File: config.mk
export PLATFORM = sky130hd
export DESIGN_NAME = flow_lights_decoder_flat
export DESIGN_NICKNAME = d
export VERILOG_FILES = /design/src/rtl/flow_lights_decoder_if.sv /design/src/rtl/flow_lights_decoder.sv /design/src/flat_wrapper.sv
export SDC_FILE = /design/constraint.sdc
export NUM_CORES = 1
export LEC_CHECK = 0
export ABC_AREA = 0
export ABC_CLOCK_PERIOD_IN_PS = 4500
export CORE_ASPECT_RATIO = 0.8
export CORE_UTILIZATION = 55
export DETAILED_ROUTE_END_ITERATION = 6
export PLACE_DENSITY_LB_ADDON = 0.25
export SKIP_LAST_GASP = 1
export SLEW_MARGIN = 20
export SYNTH_ARGS = -nofsm -noshare
export SYNTH_HDL_FRONTEND = slang
export SYNTH_SLANG_ARGS = --single-unit
File: constraint.sdc
create_clock -name clk -period 4.5 [get_ports clk]
set_input_delay 0.45 -clock clk [delete_from_list [all_inputs] [get_ports clk]]
set_output_delay 0.45 -clock clk [all_outputs]
set_load 0.02 [all_outputs]
File: src/rtl/flow_lights_decoder_if.sv
// LED bus between a flow-light generator and its checker.
// The generator drives the pattern and the checker reports lock, code, direction and period.
interface flow_lights_decoder_if #(
    parameter int unsigned CNT_W = 24
);
    logic [7:0]       led;
    logic             locked;
    logic [1:0]       freq_code;
    logic             dir;
    logic [CNT_W-1:0] period_meas;
    logic             step_pulse;
    logic             err;

    modport master (
        output led,
        input  locked, freq_code, dir, period_meas, step_pulse, err
    );

    modport slave (
        input  led,
        output locked, freq_code, dir, period_meas, step_pulse, err
    );
endinterface

File: src/rtl/flow_lights_decoder.sv
// Receive-side checker for the 8-bit running-light bus: validates one-hot rotation,
// measures the step period and decodes the generator's frequency code.
module flow_lights_decoder #(
    parameter int unsigned CNT_W  = 24,
    parameter int unsigned P0     = 2_500_000,
    parameter int unsigned P1     = 5_000_000,
    parameter int unsigned P2     = 10_000_000,
    parameter int unsigned P3     = 20_000_000,
    parameter int unsigned TOL    = 4,
    parameter int unsigned LOCK_N = 3
) (
    input  logic                 clk,
    input  logic                 rst,
    flow_lights_decoder_if.slave bus
);
    localparam int unsigned STALL = P3 + TOL + 1;
    localparam int unsigned MC_W  = $clog2(LOCK_N + 1);

    typedef enum logic [1:0] {IDLE, SYNC, DIR, TRACK} state_t;

    state_t           state;
    logic [7:0]       led_q;
    logic [7:0]       led_prev;
    logic [CNT_W-1:0] cnt;
    logic [MC_W-1:0]  match_cnt;
    logic [1:0]       run_code;

    logic       step;
    logic       one_hot;
    logic       is_l;
    logic       is_r;
    logic       stall;
    logic       cls_ok;
    logic [1:0] cls_code;

    function automatic logic near(input logic [31:0] v, input logic [31:0] p);
        return ((v + TOL) >= p) && (v <= (p + TOL));
    endfunction

    always_comb begin
        step     = (led_q != led_prev);
        one_hot  = (led_q != '0) && ((led_q & (led_q - 8'd1)) == '0);
        is_l     = one_hot && (led_q == {led_prev[6:0], led_prev[7]});
        is_r     = one_hot && (led_q == {led_prev[0], led_prev[7:1]});
        stall    = (32'(cnt) >= STALL);
        cls_ok   = 1'b1;
        cls_code = 2'd0;
        if (near(32'(cnt), P0))      cls_code = 2'd0;
        else if (near(32'(cnt), P1)) cls_code = 2'd1;
        else if (near(32'(cnt), P2)) cls_code = 2'd2;
        else if (near(32'(cnt), P3)) cls_code = 2'd3;
        else                         cls_ok   = 1'b0;
    end

    always_ff @(posedge clk or posedge rst) begin
        if (rst) begin
            state           <= IDLE;
            led_q           <= '0;
            led_prev        <= '0;
            cnt             <= '0;
            match_cnt       <= '0;
            run_code        <= '0;
            bus.locked      <= 1'b0;
            bus.freq_code   <= '0;
            bus.dir         <= 1'b0;
            bus.period_meas <= '0;
            bus.step_pulse  <= 1'b0;
            bus.err         <= 1'b0;
        end else begin
            led_q          <= bus.led;
            led_prev       <= led_q;
            bus.step_pulse <= 1'b0;
            bus.err        <= 1'b0;

            if (step)            cnt <= CNT_W'(1);
            else if (cnt != '1)  cnt <= cnt + 1'b1;
            if (step)            bus.period_meas <= cnt;

            if (step && led_q == '0) begin
                state      <= IDLE;
                bus.locked <= 1'b0;
                match_cnt  <= '0;
            end else if (step && !one_hot) begin
                state      <= IDLE;
                bus.err    <= 1'b1;
                bus.locked <= 1'b0;
                match_cnt  <= '0;
            end else if (step) begin
                case (state)
                    IDLE: state <= SYNC;
                    SYNC: begin
                        if (is_l || is_r) begin
                            state          <= DIR;
                            bus.dir        <= is_r;
                            bus.step_pulse <= 1'b1;
                            match_cnt      <= '0;
                        end else begin
                            bus.err <= 1'b1;
                        end
                    end
                    default: begin
                        // Jump, reversal and unclassifiable period all resync on the new pattern.
                        if (!(is_l || is_r) || (is_r != bus.dir) || !cls_ok) begin
                            state      <= SYNC;
                            bus.err    <= 1'b1;
                            bus.locked <= 1'b0;
                            match_cnt  <= '0;
                        end else begin
                            bus.step_pulse <= 1'b1;
                            run_code       <= cls_code;
                            if (match_cnt != '0 && cls_code != run_code) begin
                                state      <= DIR;
                                bus.locked <= 1'b0;
                                match_cnt  <= MC_W'(1);
                            end else begin
                                if (32'(match_cnt) < LOCK_N) match_cnt <= match_cnt + 1'b1;
                                if (32'(match_cnt) + 1 >= LOCK_N) begin
                                    state         <= TRACK;
                                    bus.locked    <= 1'b1;
                                    bus.freq_code <= cls_code;
                                end
                            end
                        end
                    end
                endcase
            end else if ((state == DIR || state == TRACK) && stall) begin
                state      <= SYNC;
                bus.err    <= 1'b1;
                bus.locked <= 1'b0;
                match_cnt  <= '0;
                cnt        <= CNT_W'(1);
            end
        end
    end
endmodule

File: src/flat_wrapper.sv
// flat-port wrapper written by rule: the top's interface ports become plain ports
module flow_lights_decoder_flat 
#(
    parameter int unsigned CNT_W  = 24,
    parameter int unsigned P0     = 2_500_000,
    parameter int unsigned P1     = 5_000_000,
    parameter int unsigned P2     = 10_000_000,
    parameter int unsigned P3     = 20_000_000,
    parameter int unsigned TOL    = 4,
    parameter int unsigned LOCK_N = 3
)
  (clk, rst, bus_led, bus_locked, bus_freq_code, bus_dir, bus_period_meas, bus_step_pulse, bus_err);
  flow_lights_decoder_if #(.CNT_W(CNT_W)) bus_i ();
  input  logic clk;
  input  logic rst;
  input wire logic [$bits(bus_i.led)-1:0] bus_led;
  output wire logic [$bits(bus_i.locked)-1:0] bus_locked;
  output wire logic [$bits(bus_i.freq_code)-1:0] bus_freq_code;
  output wire logic [$bits(bus_i.dir)-1:0] bus_dir;
  output wire logic [$bits(bus_i.period_meas)-1:0] bus_period_meas;
  output wire logic [$bits(bus_i.step_pulse)-1:0] bus_step_pulse;
  output wire logic [$bits(bus_i.err)-1:0] bus_err;
  assign bus_i.led = bus_led;
  assign bus_locked = bus_i.locked;
  assign bus_freq_code = bus_i.freq_code;
  assign bus_dir = bus_i.dir;
  assign bus_period_meas = bus_i.period_meas;
  assign bus_step_pulse = bus_i.step_pulse;
  assign bus_err = bus_i.err;
  flow_lights_decoder #(.CNT_W(CNT_W), .P0(P0), .P1(P1), .P2(P2), .P3(P3), .TOL(TOL), .LOCK_N(LOCK_N)) u_core (.clk(clk), .rst(rst), .bus(bus_i));
endmodule
Word-level counts from Yosys, hierarchy flattened
Cells that the tools add are included.
Word-level totals
  logic and storage cells: 119
  output and inout port bits: 30
  flip-flop bits (word level): 76
  memories: 0
  memory bits (read-only): 0
  memory bits (writable): 0
  latch bits: 0
Operators by class
  div/mod/pow operators: 0
  add/subtract/negate cells: 5
  muxes and demuxes: 45
  bitwise logic cells: 6
  $lt $le $gt $ge: 9
  equal/unequal tests: 10
  shift operators: 0
  reductions and logical operators: 32
  $mul: 0
Operators with widths (number)
  $mux 24: 2
  $mux 2: 18
  $ge 32x2->1 const B: 1
  $ge 32x22->1 const B: 1
  $ge 32x23->1 const B: 1
  $ge 32x24->1 const B: 1
  $ge 32x25->1 const B: 1
  $add 24x3->25 const B: 1
  $add 24x1->24 const B: 1
  $le 24x22->1 const B: 1
  $le 24x23->1 const B: 1
  $le 24x24->1 const B: 1
  $ne 24x24->1 const B: 1
  $mux 1: 21
  $eq 8x8->1: 2
  $logic_not 8->1: 2
  $reduce_and 5->1: 2
  $logic_and 1x1->1: 9
  $and 8x8->8: 1
  $ne 8x8->1: 1
  $pmux 2 s2: 2
  $reduce_bool 8->1: 1
  $sub 8x1->8 const B: 1
  $reduce_and 7->1: 1
  21 further kinds: 33

Depth between registers and ports, before layout
Gate-level depths: netlist of the first run.
  depth after elaboration: 14
  gate-level depth with buffers: 12
  mapped depth without buffers: 12

Worst setup path before layout of the first run
No wires, ideal clock.
  path type: reg-to-reg
  start: register u_core.cnt[2]
  end: register u_core.bus.freq_code[0]
  data arrival time: 3314 ps
  buffers on the path: 0
  period minus slack after synthesis: 3440 ps
  path slack: 1060 ps
  cell stages (with the launch flop): 12
  cell sequence: dfrtp_1 ha_1 and4_1 nand4_1 or3_1 and2_1 or4_1 a31oi_1 nor4_1 a211o_1 and3_4 mux2_4
On the way
  longest elaborated chain between the ends: 10
  elaborated cells between the ends (all ways): 26
  those cells by class: add/sub (1); order compare (7); eq/ne (1); mux (8); bitwise (2); reduce/logical (7)
Ends and longest elaborated chain
  from (decl): RTL line flow_lights_decoder.sv:24  | logic [CNT_W-1:0] cnt;
  from (signal assigned): RTL line flow_lights_decoder.sv:76  | else if (cnt != '1) cnt <= cnt + 1'b1;
  $add 24x3->25: RTL line flow_lights_decoder.sv:37  | return ((v + TOL) >= p) && (v <= (p + TOL));
  $ge 32x25->1 / $ge 32x24->1 (equally long branches): RTL line flow_lights_decoder.sv:37
  $mux 2 (tied with other cells): RTL line flow_lights_decoder.sv:51  | else if (near(32'(cnt), P3)) cls_code = 2'd3;
  $mux 2 / $mux 1 (equally long branches): RTL line flow_lights_decoder.sv:50  | else if (near(32'(cnt), P2)) cls_code = 2'd2;
  $mux 2 / $mux 1 (equally long branches): RTL line flow_lights_decoder.sv:49  | else if (near(32'(cnt), P1)) cls_code = 2'd1;
  $mux 2 / $mux 1 (equally long branches): RTL line flow_lights_decoder.sv:48  | if (near(32'(cnt), P0)) cls_code = 2'd0;
  $ne 2x2->1 / $logic_not 1->1 (equally long branches): RTL line flow_lights_decoder.sv:111, flow_lights_decoder.sv:103
  $logic_and 1x1->1 / $logic_or 1x1->1 (equally long branches): RTL line flow_lights_decoder.sv:111, flow_lights_decoder.sv:103
  $not 1->1 (no source line)
  $reduce_and 7->1 (no source line)
  to (signal assigned): RTL line flow_lights_decoder.sv:120  | bus.freq_code <= cls_code;
  to (decl): RTL line flow_lights_decoder_if.sv:21  | output locked, freq_code, dir, period_meas, step_pulse, err
Several ways; a longest one is shown, not always the timed one.
A chain may end at the register's enable or synchronous reset.

Worst setup path after layout of the first run
  start: register u_core.cnt[2]
  end: register u_core.state[0]
On the way
  longest elaborated chain between the ends: 14
  elaborated cells between the ends (all ways): 31
  those cells by class: add/sub (1); order compare (7); eq/ne (1); mux (14); reduce/logical (8)
Ends and longest elaborated chain
  $add 24x3->25: RTL line flow_lights_decoder.sv:37
  $ge 32x25->1 / $ge 32x24->1 (equally long branches): RTL line flow_lights_decoder.sv:37
  $mux 2 / $logic_and 1x1->1 (equally long branches): RTL line flow_lights_decoder.sv:51, flow_lights_decoder.sv:37
  $mux 2: RTL line flow_lights_decoder.sv:50
  $mux 2: RTL line flow_lights_decoder.sv:49
  $mux 2: RTL line flow_lights_decoder.sv:48
  $ne 2x2->1: RTL line flow_lights_decoder.sv:111  | if (match_cnt != '0 && cls_code != run_code) begin
  $logic_and 1x1->1: RTL line flow_lights_decoder.sv:111
  $mux 2: RTL line flow_lights_decoder.sv:111
  $mux 2: RTL line flow_lights_decoder.sv:103  | if (!(is_l || is_r) || (is_r != bus.dir) || !cls_ok) begin
  $pmux 2 s2: RTL line flow_lights_decoder.sv:89  | case (state)
  $mux 2: RTL line flow_lights_decoder.sv:88  | end else if (step) begin
  $mux 2: RTL line flow_lights_decoder.sv:83  | end else if (step && !one_hot) begin
  $mux 2: RTL line flow_lights_decoder.sv:79  | if (step && led_q == '0) begin
  to (signal assigned): RTL line flow_lights_decoder.sv:80  | state <= IDLE;
  to (signal assigned): RTL line flow_lights_decoder.sv:84  | state <= IDLE;
  to (signal assigned): RTL line flow_lights_decoder.sv:90  | IDLE: state <= SYNC;
  to (decl): RTL line flow_lights_decoder.sv:21  | state_t state;
Several ways; a longest one is shown, not always the timed one. The select of a mux whose other input is x is not followed.

==> results.toml, run 1 <==
[setup_path]
crit_path_top_delay_cell = "sky130_fd_sc_hd__nor4_2"
critical_path_sink_type = "flop"
timing.critical_path.from_type = "flop"
r2r_cells = 11
timing.critical_path.arrival_ps = 4360
critical_path.max_fanout = 7
worst_setup_path_startpoint = "u_core.cnt[2]$_DFFE_PP0P_"
timing.reg2reg.setup_slack_ps = 410
cp_cell_sequence = "ha_1 -> nand4_1 -> nor4_2 -> nand2_1 -> xor2_1 -> or4_1 -> a31oi_1 -> nor4_1 -> a211oi_1 -> o21a_1 -> mux2i_1"
worstReg2RegEnd = "u_core.state[0]$_DFFE_PP0P_"
reg2reg_from = "u_core.cnt[2]$_DFFE_PP0P_"
cp-endpoint = "u_core.state[0]$_DFFE_PP0P_"
worstSetupPathType = "flop to flop"
max_stage_delay_ps = 560
timing.critical_path.required_ps = 4770

[route]
firstDrtPassIters = 6
drt-vias-per-instance = 6.119
drt_drc_violations_left = 0
ant_nets = 0
avgRoutedWirePerCell_um = 17.59
wirelength_mm = 12.30
drt-initial-drc-count = 473
vias = 4277

[clock_network]
ctsHtreeMaxLevel = 3
clk_latency_ps = 360
cts-buffers-inserted = 9
post_cts.repair.setup_buffers = 0
clock-sinks = 76
hold_buffers = 0
maximum_buffer_depth_of_the_clock_tree = 2
post_cts_sizing = 0
ctsRootBufferMaster = "sky130_fd_sc_hd__clkbuf_8"
cts.clk_slew.worst_paths_ps = 90
clock_tree_from_tritoncts = "built"

[grt]
vias_in_the_first_global_route = 3931
global_route.overflow_total = 0
antenna_found_initial = 0
track_usage_pct = 28.99
grt_max_degree = 46
grt_pass1_wl_mm = 20.23

[synthesis]
ys_types = 67
postSynth.topFlopCell = "sky130_fd_sc_hd__dfrtp_1"
syn_area_mm2 = 0.004781
netlist.top_cell.by_area = "sky130_fd_sc_hd__dfrtp_1"
synth-edff-count = 0
synth_top_area_share_pct = 39.78
synth_fp_nets = 576
register_bit_count_reported_by_yosys = 76
synth-seq-area-share_pct = 39.78
post_synth.cell_area_avg_um2 = 8.568
syn-instance-count = 558
top_cells_by_area_synth = "sky130_fd_sc_hd__dfrtp_1 40%, sky130_fd_sc_hd__nand2_1 6.3%, sky130_fd_sc_hd__xnor2_1 6.0%"
synth_warnings = 0
synthArstFlopShare_pct = 100.0

[power_and_ir_drop]
leakagePower_nw = 2.158
power_per_cell_area_mw_per_mm2 = 234.7
irDropWorstVdd_mv = 0.1527

[sta]
finalWorstSetupSlack_ps = 410.4
max_freq_mhz = 244.5
grt_setup_unrepaired = "false"
hold_viol = 0
tns_ps = 0
pin_slew_with_the_least_headroom_to_its_limit_ps = 687.4
skew_ps = 12.44
drv_slew = 0
finalWorstPathRequiredPeriod_ps = 4090
period_share_pct = 90.88
timing.max_slew.rel_slack_pct = 54.04
finalSetupViolations = 0

[place]
place_hpwl_mm = 9.048
place_ws_ps = 541.5
numPortBuffers = 39
final_wtd_congestion = 0.9434

[finish]
syn2layout_area_growth_pct = 13.66
final_layout_size_suffix_gt1_share_pct = 8.859
final_common_cell = "sky130_fd_sc_hd__nand2_1"
number_of_inserted_filler_cells_in_the_final_layout = 699
final_net_count = 600
mostFrequentLayoutCells = "80 x sky130_fd_sc_hd__nand2_1, 76 x sky130_fd_sc_hd__dfrtp_1, 48 x sky130_fd_sc_hd__nor2_1"
insertedDiodeCount = 0

[floorplanning]
floorplan.initialDensity_pct = 56.61
fp-row-count = 30
fp.dieH_um = 85.39
core-area_mm2 = 0.008446
die_width_um = 106.2
floorplan.die_area_mm2 = 0.009071
floorplan.io_pins = 40

[min_path]
worst_hold_path_type = "flop to flop"

[job]
timing.max_cap.violations = 0

[status]
outcome = "finished clean"
==> worst min-delay path by stage <==
stage	depth (start not counted)	slack (ps)	end	startpoint
CTS	2	470	u_core.bus.period_meas[19]$_DFFE_PP0N_	u_core.bus.period_meas[19]$_DFFE_PP0N_
detailed placement	2	460	u_core.bus.period_meas[23]$_DFFE_PP0N_	u_core.bus.period_meas[23]$_DFFE_PP0N_
floorplan	0	350	u_core.led_prev[0]$_DFF_PP0_	u_core.led_q[0]$_DFF_PP0_
global route	1	500	u_core.led_q[7]$_DFF_PP0_	bus_led[7]
global placement	2	450	u_core.bus.period_meas[8]$_DFFE_PP0N_	u_core.bus.period_meas[8]$_DFFE_PP0N_
finish	2	470	u_core.bus.period_meas[10]$_DFFE_PP0N_	u_core.bus.period_meas[10]$_DFFE_PP0N_
==> worst max-delay path: cells and delay by family, from the launching register on <==
family                   cells  cell delay, ps
AO/OA/AOI/OAI                3            1090
AND/OR/NAND/NOR              5            1740
XOR/XNOR                     1             230
adder cells (fa/ha/maj)      1             280
flip-flops                   1             460
multiplexers                 1             190
==> cell usage after synthesis (all sizes together) (2+ instances only) <==
cell / number
a221oi: 2
nor4bb: 3
o211ai: 4
clkbuf: 30
mux2: 4
or2: 6
nor3b: 2
a21boi: 2
nor4: 13
o21a: 2
nand3: 15
o21ai: 33
o311a: 2
nor3: 13
xnor2: 33
or3: 12
a21oi: 16
a31o: 2
ha: 8
and2: 9
xor2: 23
mux2i: 2
nand2: 80
a31oi: 8
inv: 17
nand4: 20
and3: 6
a32o: 2
a22oi: 2
or4: 4
nand2b: 5
a22o: 2
buf: 9
dfrtp: 76
nor2: 48
o22ai: 2
nor4b: 3
o31ai: 4
a21o: 2
and4: 6
a211o: 5
a211oi: 4
or3b: 2
==> area by class of cell <==
class	instances	area (um2)	share of cell area [%]
multi-input cells	426	2664	49.02
flip-flops and latches	76	1902	35.00
repair buffers	52	488.0	8.980
well taps	112	140.1	2.579
clock buffers	10	137.6	2.533
inverters	17	63.81	1.174
clock inverters	6	38.79	0.7138
==> per-layer routing <==
metal	part of all wire (%)	track usage [%]	up-vias
met1	48	44.21	2027
met2	41	39.14	206
li1	-	-	2019
met3	9.3	7.604	25
met4	1.6	9.975	0
met5	0	0	-
==> report_power, final <==
part | switching, mW | total [mW] | internal (mW)
clock network | 0.275 | 0.489 | 0.214
registers | 0.0185 | 0.712 | 0.693
logic | 0.0413 | 0.0742 | 0.0329
==> through the flow <==
step | cell area [um2] | power [mW] | hold WS, ps | util [%] | instances
2_1_floorplan | 4781 | 0.7740 | 351.9 | - | 558
3_3_place_gp | 5258 | 0.7968 | 447.7 | 62.25 | 683
3_5_place_dp | 5258 | 0.7999 | 455.5 | 62.25 | 683
4_1_cts | 5434 | 1.289 | 474.0 | 64.34 | 699
5_1_grt | 5434 | 1.331 | 498.6 | 64.34 | 699
6_report | 5434 | 1.276 | 466.3 | 64.34 | 699
==> registers in the layout, indices dropped and copies added, names as in the netlist <==
| signal | cells |
|---|---|
| u_core.bus.period_meas | 24 |
| u_core.led_prev | 8 |
| u_core.state | 2 |
| u_core.bus.freq_code | 2 |
| u_core.led_q | 8 |
| u_core.run_code | 2 |
| u_core.cnt | 24 |
| u_core.bus.err | 1 |
| u_core.bus.locked | 1 |
| u_core.bus.step_pulse | 1 |
| u_core.bus.dir | 1 |
| u_core.match_cnt | 2 |
==> cells by family after synthesis <==
family                   synth area share (%)
XOR/XNOR                                10.26
flip-flops                              39.78
AO/OA/AOI/OAI                           14.60
multiplexers                            1.518
adder cells (fa/ha/maj)                 2.303
buffers and inverters                   4.502
AND/OR/NAND/NOR                         27.04
Power figures use the tool's default switching activity.
==> inputs of run 2 (changes only) <==
GPL_TIMING_DRIVEN = 0   (was unset)
==> results.toml, run 2 (synthesis gave the netlist of run 1 again) <==
[status]
outcome = "finished clean"

[setup_path]
timing.reg2reg.setup_slack_ps = 230
reg2reg_from = "u_core.cnt[2]$_DFFE_PP0P_"
worstReg2RegEnd = "u_core.bus.freq_code[0]$_DFFE_PP0P_"
timing.critical_path.required_ps = 4750
worst_setup_path_startpoint = "u_core.cnt[2]$_DFFE_PP0P_"
cp-endpoint = "u_core.bus.freq_code[0]$_DFFE_PP0P_"
critical_path.max_fanout = 8
timing.critical_path.from_type = "flop"
timing.critical_path.arrival_ps = 4520
r2r_cells = 11
critical_path_sink_type = "flop"
worstSetupPathType = "flop to flop"

[finish]
reg_top3 = "u_core.bus.period_meas: 24 flops, u_core.cnt: 24 flops"
final_layout_size_suffix_gt1_share_pct = 6.840
final_net_count = 627
mostFrequentLayoutCells = "80 x sky130_fd_sc_hd__nand2_1, 76 x sky130_fd_sc_hd__dfrtp_1, 48 x sky130_fd_sc_hd__nor2_1"
insertedDiodeCount = 0
fin_cells = 726
final_common_cell = "sky130_fd_sc_hd__nand2_1"
syn2layout_area_growth_pct = 15.60

[floorplanning]
floorplan.die_area_mm2 = 0.009071
core-area_mm2 = 0.008446
floorplan.initialDensity_pct = 56.61
die_width_um = 106.2
floorplan.io_pins = 40
fp-row-count = 30
fp.dieH_um = 85.39

[route]
met2WireLength_mm = 5.168
drt-initial-drc-count = 463
top_layer = "met4"
ant_nets = 0
firstDrtPassIters = 5
met1_length_mm = 6.203
drt_drc_violations_left = 0
vias = 4412
wirelength_mm = 12.62
drt-vias-per-instance = 6.077
avgRoutedWirePerCell_um = 17.39
dr_wl_met3_mm = 1.112

[sta]
period_share_pct = 94.97
tns_ps = 0
timing.max_slew.rel_slack_pct = 47.07
pin_slew_with_the_least_headroom_to_its_limit_ps = 782.9
finalWorstPathRequiredPeriod_ps = 4274
hold_viol = 0
finalWorstSetupSlack_ps = 226.2
finalSetupViolations = 0
skew_ps = 10.95
max_freq_mhz = 234.0
grt_setup_unrepaired = "false"
drv_slew = 0

[place]
place.detailed.instances = 710
place_ws_ps = 460.7
final_wtd_congestion = 0.9736
numPortBuffers = 39
place_hpwl_mm = 9.438

[clock_network]
clock_tree_from_tritoncts = "built"
cts.clk_slew.worst_paths_ps = 80
clock-sinks = 76
cts-buffers-inserted = 9
ctsHtreeMaxLevel = 3
post_cts_sizing = 0
maximum_buffer_depth_of_the_clock_tree = 2
ctsRootBufferMaster = "sky130_fd_sc_hd__clkbuf_8"
clk_latency_ps = 360
post_cts.repair.setup_buffers = 0
hold_buffers = 0

[grt]
grt_max_degree = 47
antenna_found_initial = 0
global_route.overflow_total = 0
vias_in_the_first_global_route = 3976
grt_pass1_wl_mm = 20.58
track_usage_pct = 29.31

[power_and_ir_drop]
irDropWorstVdd_mv = 0.1769
intPower_uw = 987.6
p_comb_share_pct = 6.5
leakagePower_nw = 2.157
total_power_mw = 1.313
power.clock.fraction_pct = 39.9
total_switching_power_uw = 325.9
power_switching_share_pct = 24.81
power_frac_seq_pct = 53.6
power_per_cell_area_mw_per_mm2 = 237.7

[job]
timing.max_cap.violations = 0

[min_path]
worst_hold_path_type = "flop to flop"
run 2: cell types whose count changed in the layout (fill, tap and decap cells not counted):
cell | before | now
sky130_fd_sc_hd__buf_4 | 13 | 0
sky130_fd_sc_hd__buf_1 | 0 | 5
sky130_fd_sc_hd__buf_2 | 0 | 4
sky130_fd_sc_hd__clkbuf_8 | 10 | 9
sky130_fd_sc_hd__inv_4 | 0 | 1
sky130_fd_sc_hd__inv_2 | 1 | 0
sky130_fd_sc_hd__clkbuf_1 | 0 | 32
sky130_fd_sc_hd__clkinv_2 | 3 | 0
sky130_fd_sc_hd__bufinv_16 | 0 | 1
sky130_fd_sc_hd__clkinvlp_4 | 2 | 3
sky130_fd_sc_hd__buf_12 | 0 | 1
run 2: metrics by stage:
step	instance area [um2]	hold slack, ps	utilization, %
floorplan	4781	351.9	-
global placement	5311	354.3	62.89
detailed placement	5334	360.0	63.16
CTS	5527	374.4	65.44
global route	5527	387.5	65.44
finish	5527	376.8	65.44
run 2: cell type report:
type / instances / area, um2
buffer: 39 / 151.4
inverter: 17 / 66.31
tap: 112 / 140.1
clock buffer: 11 / 131.4
clock inverter: 5 / 61.31
sequential: 76 / 1902
multi-input combinational: 426 / 2664
fill: 719 / 2919
timing repair buffer: 40 / 410.4
run 2: critical path, stage by stage, from the launching register on:
cell and delay [ps]:
sky130_fd_sc_hd__dfrtp_1 470, sky130_fd_sc_hd__nand3_1 330, sky130_fd_sc_hd__or4_1 610, sky130_fd_sc_hd__buf_2 170, sky130_fd_sc_hd__xor2_1 330, sky130_fd_sc_hd__nand3_1 100, sky130_fd_sc_hd__a2111oi_0 630, sky130_fd_sc_hd__o21ai_1 300
sky130_fd_sc_hd__nor4_1 430, sky130_fd_sc_hd__a211o_1 260, sky130_fd_sc_hd__and3_4 230, sky130_fd_sc_hd__mux2_4 290
run 2: power groups by stage:
stage | sequential (mW) | clock, mW | combinational, mW
after detailed placement | 0.718 | 0 | 0.0848
after CTS | 0.704 | 0.534 | 0.0853
after floorplan | 0.717 | 0 | 0.0571
after global placement | 0.717 | 0 | 0.0812
final | 0.704 | 0.525 | 0.0848
after global routing | 0.705 | 0.561 | 0.0967
run 2: metal layers:
layer,up-vias,GRT usage [%]
met5,-,0
met4,0,7.449
met3,14,4.916
met2,225,40.50
met1,2102,46.79
li1,2071,-
run 2: how the worst min path moves through the flow:
stage                                          from                      endpoint  slack [ps]  cells after the start
after global routing      u_core.led_q[6]$_DFF_PP0_  u_core.led_prev[6]$_DFF_PP0_         390                      0
final                     u_core.led_q[2]$_DFF_PP0_  u_core.led_prev[2]$_DFF_PP0_         380                      0
after CTS                 u_core.led_q[2]$_DFF_PP0_  u_core.led_prev[2]$_DFF_PP0_         370                      0
after floorplan           u_core.led_q[0]$_DFF_PP0_  u_core.led_prev[0]$_DFF_PP0_         350                      0
after global placement    u_core.led_q[7]$_DFF_PP0_  u_core.led_prev[7]$_DFF_PP0_         350                      0
after detailed placement  u_core.led_q[1]$_DFF_PP0_  u_core.led_prev[1]$_DFF_PP0_         360                      0
==> inputs of run 3 (changes only) <==
SLEW_MARGIN = 10   (was 20)
==> results.toml, run 3 (synthesis gave the netlist of run 1 again) <==
[status]
outcome = "finished clean"

[power_and_ir_drop]
irDropWorstVdd_mv = 0.1657
power_per_cell_area_mw_per_mm2 = 237.3
total_power_mw = 1.313
leakagePower_nw = 2.160

[clock_network]
maximum_buffer_depth_of_the_clock_tree = 2
clock-sinks = 76
ctsHtreeMaxLevel = 3
clock_tree_from_tritoncts = "built"
post_cts.repair.setup_buffers = 0
clk_latency_ps = 350
hold_buffers = 0
cts-buffers-inserted = 9
ctsRootBufferMaster = "sky130_fd_sc_hd__clkbuf_8"
cts.clk_slew.worst_paths_ps = 90
post_cts_sizing = 0

[sta]
finalSetupViolations = 0
tns_ps = 0
grt_setup_unrepaired = "false"
finalWorstPathRequiredPeriod_ps = 4179
max_freq_mhz = 239.3
finalHoldWorstSlack_ps = 377.8
pin_slew_with_the_least_headroom_to_its_limit_ps = 811.1
skew_ps = 9.353
timing.max_slew.rel_slack_pct = 45.17
hold_viol = 0
period_share_pct = 92.86
drv_slew = 0

[setup_path]
worstSetupPathType = "flop to flop"
cp_cell_sequence = "ha_1 -> nand4_1 -> nor2_1 -> a31o_2 -> nand3_1 -> a2111oi_0 -> o21ai_1 -> nor4_1 -> a211o_1 -> and3_4 -> mux2_4"
r2r_cells = 11
timing.critical_path.from_type = "flop"
worst_setup_path_startpoint = "u_core.cnt[2]$_DFFE_PP0P_"
max_stage_delay_ps = 570
critical_path.max_fanout = 8
critical_path_sink_type = "flop"
reg2reg_from = "u_core.cnt[2]$_DFFE_PP0P_"
crit_path_top_delay_cell = "sky130_fd_sc_hd__nor2_1"
timing.critical_path.required_ps = 4740
timing.critical_path.arrival_ps = 4420
worstReg2RegEnd = "u_core.bus.freq_code[0]$_DFFE_PP0P_"
timing.reg2reg.setup_slack_ps = 320
cp-endpoint = "u_core.bus.freq_code[0]$_DFFE_PP0P_"

[floorplanning]
floorplan.io_pins = 40
fp-row-count = 30
floorplan.die_area_mm2 = 0.009071
fp.dieH_um = 85.39
die_width_um = 106.2
core-area_mm2 = 0.008446
floorplan.initialDensity_pct = 56.61

[place]
final_wtd_congestion = 0.9736
placedInstanceArea_mm2 = 0.005341
place_hpwl_mm = 9.399
numPortBuffers = 39

[finish]
final_layout_size_suffix_gt1_share_pct = 6.840
insertedDiodeCount = 0
syn2layout_area_growth_pct = 15.76
final_common_cell = "sky130_fd_sc_hd__nand2_1"
reg_top3 = "u_core.bus.period_meas: 24 flops, u_core.cnt: 24 flops"
design_area_final_mm2 = 0.005534
final_net_count = 627
mostFrequentLayoutCells = "80 x sky130_fd_sc_hd__nand2_1, 76 x sky130_fd_sc_hd__dfrtp_1, 48 x sky130_fd_sc_hd__nor2_1"
number_of_inserted_filler_cells_in_the_final_layout = 693

[grt]
vias_in_the_first_global_route = 3930
track_usage_pct = 29.41
global_route.overflow_total = 0
antenna_found_initial = 0
grt_pass1_wl_mm = 20.59
grt_max_degree = 63

[route]
drt-vias-per-instance = 6.032
ant_nets = 0
firstDrtPassIters = 6
drt_drc_violations_left = 0
avgRoutedWirePerCell_um = 17.41
drt-initial-drc-count = 469
wirelength_mm = 12.64
vias = 4379

[job]
timing.max_cap.violations = 0

[min_path]
worst_hold_path_type = "input pin to async pin"
run 3: routing by layer:
metal | vias up | wire length [um] | GRT usage [%]
met5 | - | 0 | 0
met4 | 0 | 131 | 5.934
met3 | 19 | 1151 | 4.455
met2 | 201 | 5159 | 41.20
met1 | 2082 | 6198 | 47.39
li1 | 2077 | - | -
run 3: how the worst min path moves through the flow:
stage	to	cells past startpoint	startpoint	slack [ps]
global route	u_core.led_prev[7]$_DFF_PP0_	2	rst	390
detailed placement	u_core.led_prev[1]$_DFF_PP0_	0	u_core.led_q[1]$_DFF_PP0_	360
CTS	u_core.led_prev[7]$_DFF_PP0_	2	rst	380
finish	u_core.led_prev[7]$_DFF_PP0_	2	rst	380
floorplan	u_core.led_prev[0]$_DFF_PP0_	0	u_core.led_q[0]$_DFF_PP0_	350
global placement	u_core.led_prev[7]$_DFF_PP0_	0	u_core.led_q[7]$_DFF_PP0_	350
run 3: area by class of cell:
type | instances | area (um2) | area share [%]
repair buffers | 40 | 417.9 | 7.551
multi-input cells | 426 | 2664 | 48.13
plain buffers | 39 | 151.4 | 2.736
inverters | 17 | 66.31 | 1.198
well taps | 112 | 140.1 | 2.532
flip-flops and latches | 76 | 1902 | 34.37
clock inverters | 5 | 61.31 | 1.108
clock buffers | 11 | 131.4 | 2.374
run 3: power by group:
part	total [mW]	switching, mW	internal [mW]
sequential	0.704	0.0109	0.693
clock	0.523	0.264	0.259
combinational	0.0857	0.0493	0.0364
run 3: through the flow:
stage / util (%) / cells / worst slack (ps)
2_1_floorplan: - / 558 / 1060
3_3_place_gp: 62.89 / 709 / 430.1
3_5_place_dp: 63.24 / 710 / 501.6
4_1_cts: 65.53 / 726 / 466.5
5_1_grt: 65.53 / 726 / 127.9
6_report: 65.53 / 726 / 321.4
run 3: worst max-delay path: cells and delay by family (launching register included):
kind,cells,cell delay (ps)
DFF,1,460
and+or+nand+nor,5,1620
AOI/OAI and AO/OA,4,1370
adders and majority gates,1,310
muxes,1,290
